==> config.mk <==
export PLATFORM = sky130hd
export DESIGN_NAME = carry_select_adder_16bit
export DESIGN_NICKNAME = d
export VERILOG_FILES = /design/src/rtl/carry_select_adder_16bit.sv
export SDC_FILE = /design/constraint.sdc
export NUM_CORES = 1
export LEC_CHECK = 0
export CAP_MARGIN = 0
export CELL_PAD_IN_SITES_DETAIL_PLACEMENT = 0
export CELL_PAD_IN_SITES_GLOBAL_PLACEMENT = 2
export CORE_MARGIN = 5
export CORE_UTILIZATION = 19
export DETAILED_ROUTE_END_ITERATION = 7
export GPL_TIMING_DRIVEN = 0
export HOLD_SLACK_MARGIN = 0.12
export PLACE_DENSITY = 0.72
export SYNTH_ARGS = -nofsm -noshare
export SYNTH_HDL_FRONTEND = slang
export SYNTH_SLANG_ARGS = --single-unit
export TNS_END_PERCENT = 20
==> constraint.sdc <==
create_clock -name clk -period 6 [get_ports clk]
set_clock_uncertainty 0.05 [all_clocks]
set_input_delay 0.6 -clock clk [delete_from_list [all_inputs] [get_ports clk]]
set_output_delay 0.6 -clock clk [all_outputs]
set_load 0.05 [all_outputs]
==> src/rtl/carry_select_adder_16bit.sv <==
// Registered 16-bit carry-select adder: a 4-bit ripple slice, then three dual-ripple
// slices whose sum/carry pair is chosen by the carry selected in the slice below.
module carry_select_adder_16bit (
    input  logic        clk,
    input  logic        rst,
    input  logic [15:0] a,
    input  logic [15:0] b,
    input  logic        c_in,
    output logic [15:0] s,
    output logic        c_out
);

    localparam int DATA_W  = 16;
    localparam int SLICE_W = 4;
    localparam int SLICES  = DATA_W / SLICE_W;

    function automatic logic [1:0] full_add(input logic x, input logic y, input logic ci);
        logic sum;
        logic co;
        sum = x ^ y ^ ci;
        co  = (x & y) | (ci & (x ^ y));
        return {co, sum};
    endfunction

    // Returns {carry_out, sum[3:0]}
    function automatic logic [SLICE_W:0] ripple4(input logic [SLICE_W-1:0] x,
                                                 input logic [SLICE_W-1:0] y,
                                                 input logic               ci);
        logic [SLICE_W:0] res;
        logic [1:0]       fa;
        logic             c;
        res = '0;
        c   = ci;
        for (int i = 0; i < SLICE_W; i++) begin
            fa     = full_add(x[i], y[i], c);
            res[i] = fa[0];
            c      = fa[1];
        end
        res[SLICE_W] = c;
        return res;
    endfunction

    // carry[i] is the selected carry into slice i; carry[SLICES] is the final carry out
    logic [SLICES:0]   carry;
    logic [DATA_W-1:0] sum_p0;

    assign carry[0] = c_in;
    assign {carry[1], sum_p0[SLICE_W-1:0]} = ripple4(a[SLICE_W-1:0], b[SLICE_W-1:0], c_in);

    for (genvar g = 1; g < SLICES; g++) begin : g_slice
        logic [SLICE_W:0] res0;
        logic [SLICE_W:0] res1;

        assign res0 = ripple4(a[g*SLICE_W +: SLICE_W], b[g*SLICE_W +: SLICE_W], 1'b0);
        assign res1 = ripple4(a[g*SLICE_W +: SLICE_W], b[g*SLICE_W +: SLICE_W], 1'b1);
        assign {carry[g+1], sum_p0[g*SLICE_W +: SLICE_W]} = carry[g] ? res1 : res0;
    end

    // Stage p0 -> output register
    always_ff @(posedge clk) begin
        if (rst) begin
            s     <= '0;
            c_out <= 1'b0;
        end else begin
            s     <= sum_p0;
            c_out <= carry[SLICES];
        end
    end

endmodule

==> results of run 1 <==
## sequential cells by signal (all words and copies together), names as in the netlist
name	count
c_out	1
s	16
## worst max-delay path, delay by kind of cell
kind,cells,cell delay [ns]
AOI/OAI and AO/OA,1,0.06
adders and majority gates,13,4.23
and+or+nand+nor,2,0.17
buffers and inverters,6,0.38
muxes,2,0.46
## worst paths after layout
kind | from | to | depth (start not counted)
setup / recovery | c_in | s[15] | 24
hold / removal | b[0] | s[0] | 3
## cells in the mapped netlist
| library cell | instances | area (µm²) |
|---|---|---|
| o21ai_0 | 1 | 5.00 |
| dfxtp_1 | 17 | 340 |
| nand2_1 | 1 | 3.75 |
| nor2b_1 | 2 | 12.5 |
| buf_6 | 1 | 11.3 |
| nor2_1 | 8 | 30.0 |
| xor2_1 | 2 | 17.5 |
| inv_1 | 21 | 78.8 |
| ha_1 | 6 | 75.1 |
| xnor2_1 | 1 | 8.76 |
| fa_1 | 13 | 260 |
| and2b_2 | 7 | 61.3 |
| mux2i_1 | 2 | 20.0 |
## area by class of cell
cell class	count	area share [%]
inverters	21	4.83
multi-input cells	43	34.0
well taps	67	5.13
clock buffers	4	2.76
flip-flops and latches	17	20.8
repair buffers	54	31.7
plain buffers	1	0.690
## per-layer routing
metal / track usage (%) / wire length [µm]
met1: 7.35 / 778
met5: 0 / 0
met4: 4.05 / 70
met2: 13.7 / 1220
met3: 1.58 / 162
## power groups by stage
| stage | Combinational, mW | Clock [mW] | Sequential, mW |
|---|---|---|---|
| after floorplan | 0.0348 | 0 | 0.186 |
| after global placement | 0.149 | 0 | 0.134 |
| after detailed placement | 0.151 | 0 | 0.134 |
| after CTS | 0.156 | 0.0908 | 0.132 |
| after global routing | 0.175 | 0.0961 | 0.133 |
| final | 0.161 | 0.0862 | 0.132 |
## timing repair
item                       4_1_cts  5_1_grt
pin swaps                        5       15
resized for setup               14       17
hold buffers                     0        0
setup buffers                    1        2
hold endpoints to repair         0        0
setup endpoints to repair        3        1
## per-stage QoR
step / area [µm²] / setup slack, ns / cells / TNS (ns) / util, %
after detailed placement: 1520 / -0.557 / 200 / -1.12 / 32.2
after CTS: 1600 / 0.0246 / 205 / 0 / 33.8
after floorplan: 925 / 0.227 / 82 / 0 / -
final: 1630 / 0.255 / 207 / 0 / 34.6
after global placement: 1520 / -0.508 / 200 / -0.989 / 32.2
after global routing: 1630 / 0.0146 / 207 / 0 / 34.6
## kinds of logic after synthesis
family	count (synthesis)
AND/OR/NAND/NOR	18
AO/OA/AOI/OAI	1
multiplexers	2
adder cells (fa/ha/maj)	19
XOR/XNOR	3
buffers and inverters	22
flip-flops	17
==> impl_results.md, run 1 <==
- RSZ-0062 raised after global routing: false
- Sw Ratio: a little over a third
- Post-Syn Area: 925 µm²
- Final Critical Period: around 5.7 ns
- Crit share post-route: 95.8%
- Grt ovf: 0
- Synth Area in Adders: between 30% and 40%
- Multiplexer share of the synthesized area: around 2.2%
- Switching power: around 130 µW
- Vias in the first global route: just over 800
- Initial core utilization: between 10% and 20%
- Post-DP HPWL: approximately 1800 µm
- Worst endpoint required time: around 6 ns
- Most frequent cells in the layout: clkdlybuf4s50_1, inv_1, dfxtp_1, fa_2, nor2_1
- Hold Fails Final Rpt: 0
- All-Layer GR Usage: between 7 and 8%
- Most used cell along the critical path: fa_2
- Crit path max fanout: 3
- Int Pwr: between 200 and 250 µW
- Final Wtd Congestion: between 0.6 and 0.7
- Synth warn: 0
- Slew Viols, Final: 0
- IO Pins: between 50 and 60
- First DRT Iteration DRCs: 11
- DR vias: 723
- Signal arrival time at the worst endpoint: 5.89 ns
- Drt drc: 0
- Hold Path Class: primary input to register
- Reg area: 340 µm²
- Number of diodes: 0
- Tightest Pin Transition: 0.517 ns
- Area growth syn-to-layout: 76.6%
- Crit path capture type: register
- Vias per inst: ~3.5
- Crit-path max cell delay: between 0.4 and 0.5 ns
- Fmax: between 150 and 200 MHz
- CTS tree: built
- Setup crit start kind: primary input
- Multi-input combinational cell area: between 500 and 600 µm²
- Nets: ~200
- Die area: about 6400 µm²
- Max clock buf depth: 2
- Cell Rows: 25
- Die height: roughly 80 µm
- Power Dens Cells: 232 nW/µm²
- CTS sink count: 17
- PortBufs: a little over 50
- Die X: around 80 µm
- DR WL/cell: 10.8 µm
- Hold Slack: 0.734 ns
- CP cell instances: clkbuf_2 -> fa_2 -> fa_2 -> fa_2 -> inv_2 -> fa_2 -> mux2i_4 -> fa_2 -> fa_2 -> inv_1 -> fa_2 -> nand2_2 -> o21ai_2 -> fa_2 -> inv_2 -> fa_2 -> inv_2 -> fa_2 -> mux2i_4 -> fa_2 -> fa_2 -> inv_2 -> fa_1 -> nor2_1
- Synth cell types: 13
- First-pass GRT wire length: ~3500 µm
- Clock network fraction of total power: a little under a quarter
- Antenna violations before repair: 0
- Rel. slew slack: about two thirds
- Most common cell after layout, fill and taps aside: clkdlybuf4s50_1
- Seq/Total Area, Yosys: roughly 37%
- Part of the power in registers: 34.8%
- TritonRoute pass-1 iters: 2
- Final Power: between 300 and 400 µW
- Clk root buf: clkbuf_8
- Status: finished, final reports clean
- Layout cells sized above 1: about a quarter
- Max-cap violations: 0
- Synth Area in Simple Gates: 11.6%
- DRT antenna net count: 0
- Worst-path clk slew: about 0.07 ns
- H-tree levels: 1
- Gate Count Post-Synth: 82
- Compound-cell area share of the yosys netlist: less than 1%
- Synthesized flop and latch total: 17
- Comb pwr share: a little over two fifths
- Synth Area in XOR/XNOR: between 2 and 3%
- Critical path's slowest cell: fa_1
- # setup viols final: 0
- Main combinational cell family by area after synthesis: adder cells
- Lkg Pwr: 0.696 nW
- WL final: 2230 µm
- Crit path kind: primary input to register
- Syn_nets: between 100 and 150
- Mapped Avg Cell Area: between 10 and 15 µm²
- Core area: approximately 4700 µm²
- Largest net degree at the start of global routing: 11
- Fillers: 490
- CTS buffer count: 3
- VDD IR max: approximately 0.000065 V
(Power assumes the default switching activity.)
==> run 2, diff against run 1 <==
Settings changed: ABC_CLOCK_PERIOD_IN_PS set to 6000, CORE_MARGIN 5 to unset.
==> run 2 against run 1 <==
  * Combinational power down 4%
  * Non-clock buffer count is the same
  * First-iteration DRC count is 55% lower
  * Critical path type unchanged
==> impl_results.md, run 2 (synthesized netlist as in run 1, its figures left out) <==
- First-pass GRT wire length: 3030 µm (-14%)
- Crit path capture type: register
- Final instance area: 1600 µm² (-2.1%)
- Crit path kind: primary input to register
- Max FFs per register: 16 (unchanged)
- Slew Viols, Final: 0 (unchanged)
- # setup viols final: 0 (unchanged)
- Cell Rows: 25 (unchanged)
- H-tree levels: 1 (unchanged)
- Lkg Pwr: 0.700 nW (+0.53%)
- CP cell instances: clkdlybuf4s50_1 -> fa_2 -> fa_2 -> fa_2 -> inv_2 -> fa_2 -> mux2i_2 -> fa_2 -> fa_1 -> inv_1 -> fa_2 -> nand2_1 -> o21ai_1 -> fa_2 -> inv_1 -> fa_1 -> inv_1 -> fa_2 -> mux2i_2 -> fa_2 -> fa_1 -> inv_1 -> fa_1 -> nor2_1
- Layout cells sized above 1: 18.6% (-7.9 points)
- VDD IR max: 0.0000669 V (+2.9%)
- Area post-placement: 1500 µm² (-1.1%)
- Multi-input combinational cell area: 524 µm² (-5.6%)
- Core area: 4690 µm² (-0.66%)
- Final Critical Period: 5.78 ns (+0.0313 ns)
- PortBufs: 51 (unchanged)
- All-Layer GR Usage: 7.87% (+0.58 points)
- CTS buffer count: 3 (unchanged)
- Power Dens Cells: 232 nW/µm² (about the same)
- Switching power: 126 µW (-4.3%)
- Util after Layout: 34.1% (-0.52 points)
- WL final: 1890 µm (-15%)
- CTS sink count: 17 (unchanged)
- Sw Ratio: 34.0% (-0.77 points)
- Worst endpoint required time: 6.14 ns (about the same)
- Comb pwr share: 41.7% (-0.7 points)
- Die X: 71.8 µm (-10%)
- Crit-path max cell delay: 0.42 ns (about the same)
- Die height: 71.8 µm (-10%)
- Vias per inst: 3.74 (+7.0%)
- TritonRoute pass-1 iters: 2 (unchanged)
- Fmax: 173 MHz (-0.54%)
- Clk root buf: clkbuf_8
- Tightest Pin Transition: 0.512 ns (-0.00482 ns)
- Part of the power in registers: 35.6% (+0.8 points)
- Max-cap violations: 0 (unchanged)
- Hold Fails Final Rpt: 0 (unchanged)
- Final Wtd Congestion: 0.641 (-2.1%)
- Setup crit start kind: primary input
- Largest net degree at the start of global routing: 11 (unchanged)
- Drt drc: 0 (unchanged)
- Hold Path Class: primary input to register
- Max clock buf depth: 2 (unchanged)
- Fillers: 493 (+0.61%)
- Most used cell along the critical path: fa_2
- DR vias: 725 (+0.28%)
- Rel. slew slack: 65.7% (+0.32 points)
- Crit path max fanout: 3 (unchanged)
- Crit share post-route: 96.3% (+0.52 points)
- Nets: 195 (unchanged)
- Final Power: 370 µW (-2.2%)
- Post-DP HPWL: 1610 µm (-11%)
- Most frequent cells in the layout: clkdlybuf4s50_1, inv_1, dfxtp_1, fa_2, nor2_1
- Vias in the first global route: 730 (-9.8%)
- Area growth syn-to-layout: 72.8%
- IO Pins: 52 (unchanged)
- Most common cell after layout, fill and taps aside: clkdlybuf4s50_1
- Critical path's slowest cell: clkdlybuf4s50_1
- Antenna violations before repair: 0 (unchanged)
- Reg area: 340 µm² (unchanged)
- Grt ovf: 0 (unchanged)
- RSZ-0062 raised after global routing: false
- Worst-path clk slew: 0.06 ns (about the same)
- Largest reg by FF count: s
- Number of diodes: 0 (unchanged)
- Status: finished, final reports clean
- First DRT Iteration DRCs: 5 (-6)
- CTS tree: built
- DR WL/cell: 9.75 µm (-9.4%)
- Int Pwr: 244 µW (-1.0%)
- DRT antenna net count: 0 (unchanged)
- Signal arrival time at the worst endpoint: 5.91 ns (+0.02 ns)
- Initial core utilization: 19.7% (+0.13 points)
- Die area: 5150 µm² (-19%)
- Top flop regs: s x16, c_out x1
- Clock network fraction of total power: 22.7% (about the same)
==> run 2: changes by cell type in the layout (fill, tap and decap cells not counted), sizes merged <==
cell           delta
clkbuf            -3
dlygate4sd2       +2
clkdlybuf4s50     +1
==> run 2: critical path: cells and delay by family <==
kind	cells	cell delay, ns
buffers and inverters	6	0.73
AOI/OAI and AO/OA	1	0.07
adders and majority gates	13	3.95
and+or+nand+nor	2	0.18
muxes	2	0.41
==> run 2: layout make-up <==
cell class                      instances  area share (%)
Tap cell                               54            4.23
Clock buffer                            4            2.82
Sequential cell                        17            21.3
Buffer                                  1           0.705
Timing Repair Buffer                   54            33.2
Multi-Input combinational cell         43            32.8
Inverter                               21            4.93
==> run 2: power groups by stage <==
| stage | combinational (mW) | sequential, mW | clock (mW) |
|---|---|---|---|
| 2_1_floorplan | 0.0348 | 0.186 | 0 |
| 3_3_place_gp | 0.149 | 0.134 | 0 |
| 3_5_place_dp | 0.150 | 0.135 | 0 |
| 4_1_cts | 0.156 | 0.132 | 0.0878 |
| 5_1_grt | 0.168 | 0.133 | 0.0946 |
| 6_report | 0.155 | 0.132 | 0.0839 |
==> run 2: through the flow <==
stage                     setup slack (ns)  TNS [ns]  std cells  hold slack [ns]
after floorplan                      0.227         0         82            0.735
after global placement              -0.519     -1.02        187             1.27
after detailed placement            -0.589     -1.24        187             1.28
after CTS                           0.0224         0        193            0.888
after global routing                0.0115         0        194            0.902
final                                0.223         0        194            0.884
==> run 2: final timing paths <==
check / start / end / slack [ns] / cells after the start
setup / recovery: b[0] / s[15] / 0.22 / 24
hold / removal: c_in / s[0] / 0.88 / 3
==> run 2: repair_timing <==
item | 4_1_cts | 5_1_grt
hold buffers | 0 | 0
setup endpoints to repair | 3 | 1
hold endpoints to repair | 0 | 0
setup buffers | 2 | 1
pin swaps | 5 | 4
gates resized for setup | 13 | 2
==> run 2: metal layers <==
metal | vias up | share of wire [%] | track usage (%)
met3 | 4 | 5.1 | 1.13
met4 | 0 | 2.2 | 5.23
li1 | 346 | - | -
met1 | 346 | 37 | 8.21
met2 | 29 | 56 | 14.6
met5 | - | 0 | 0
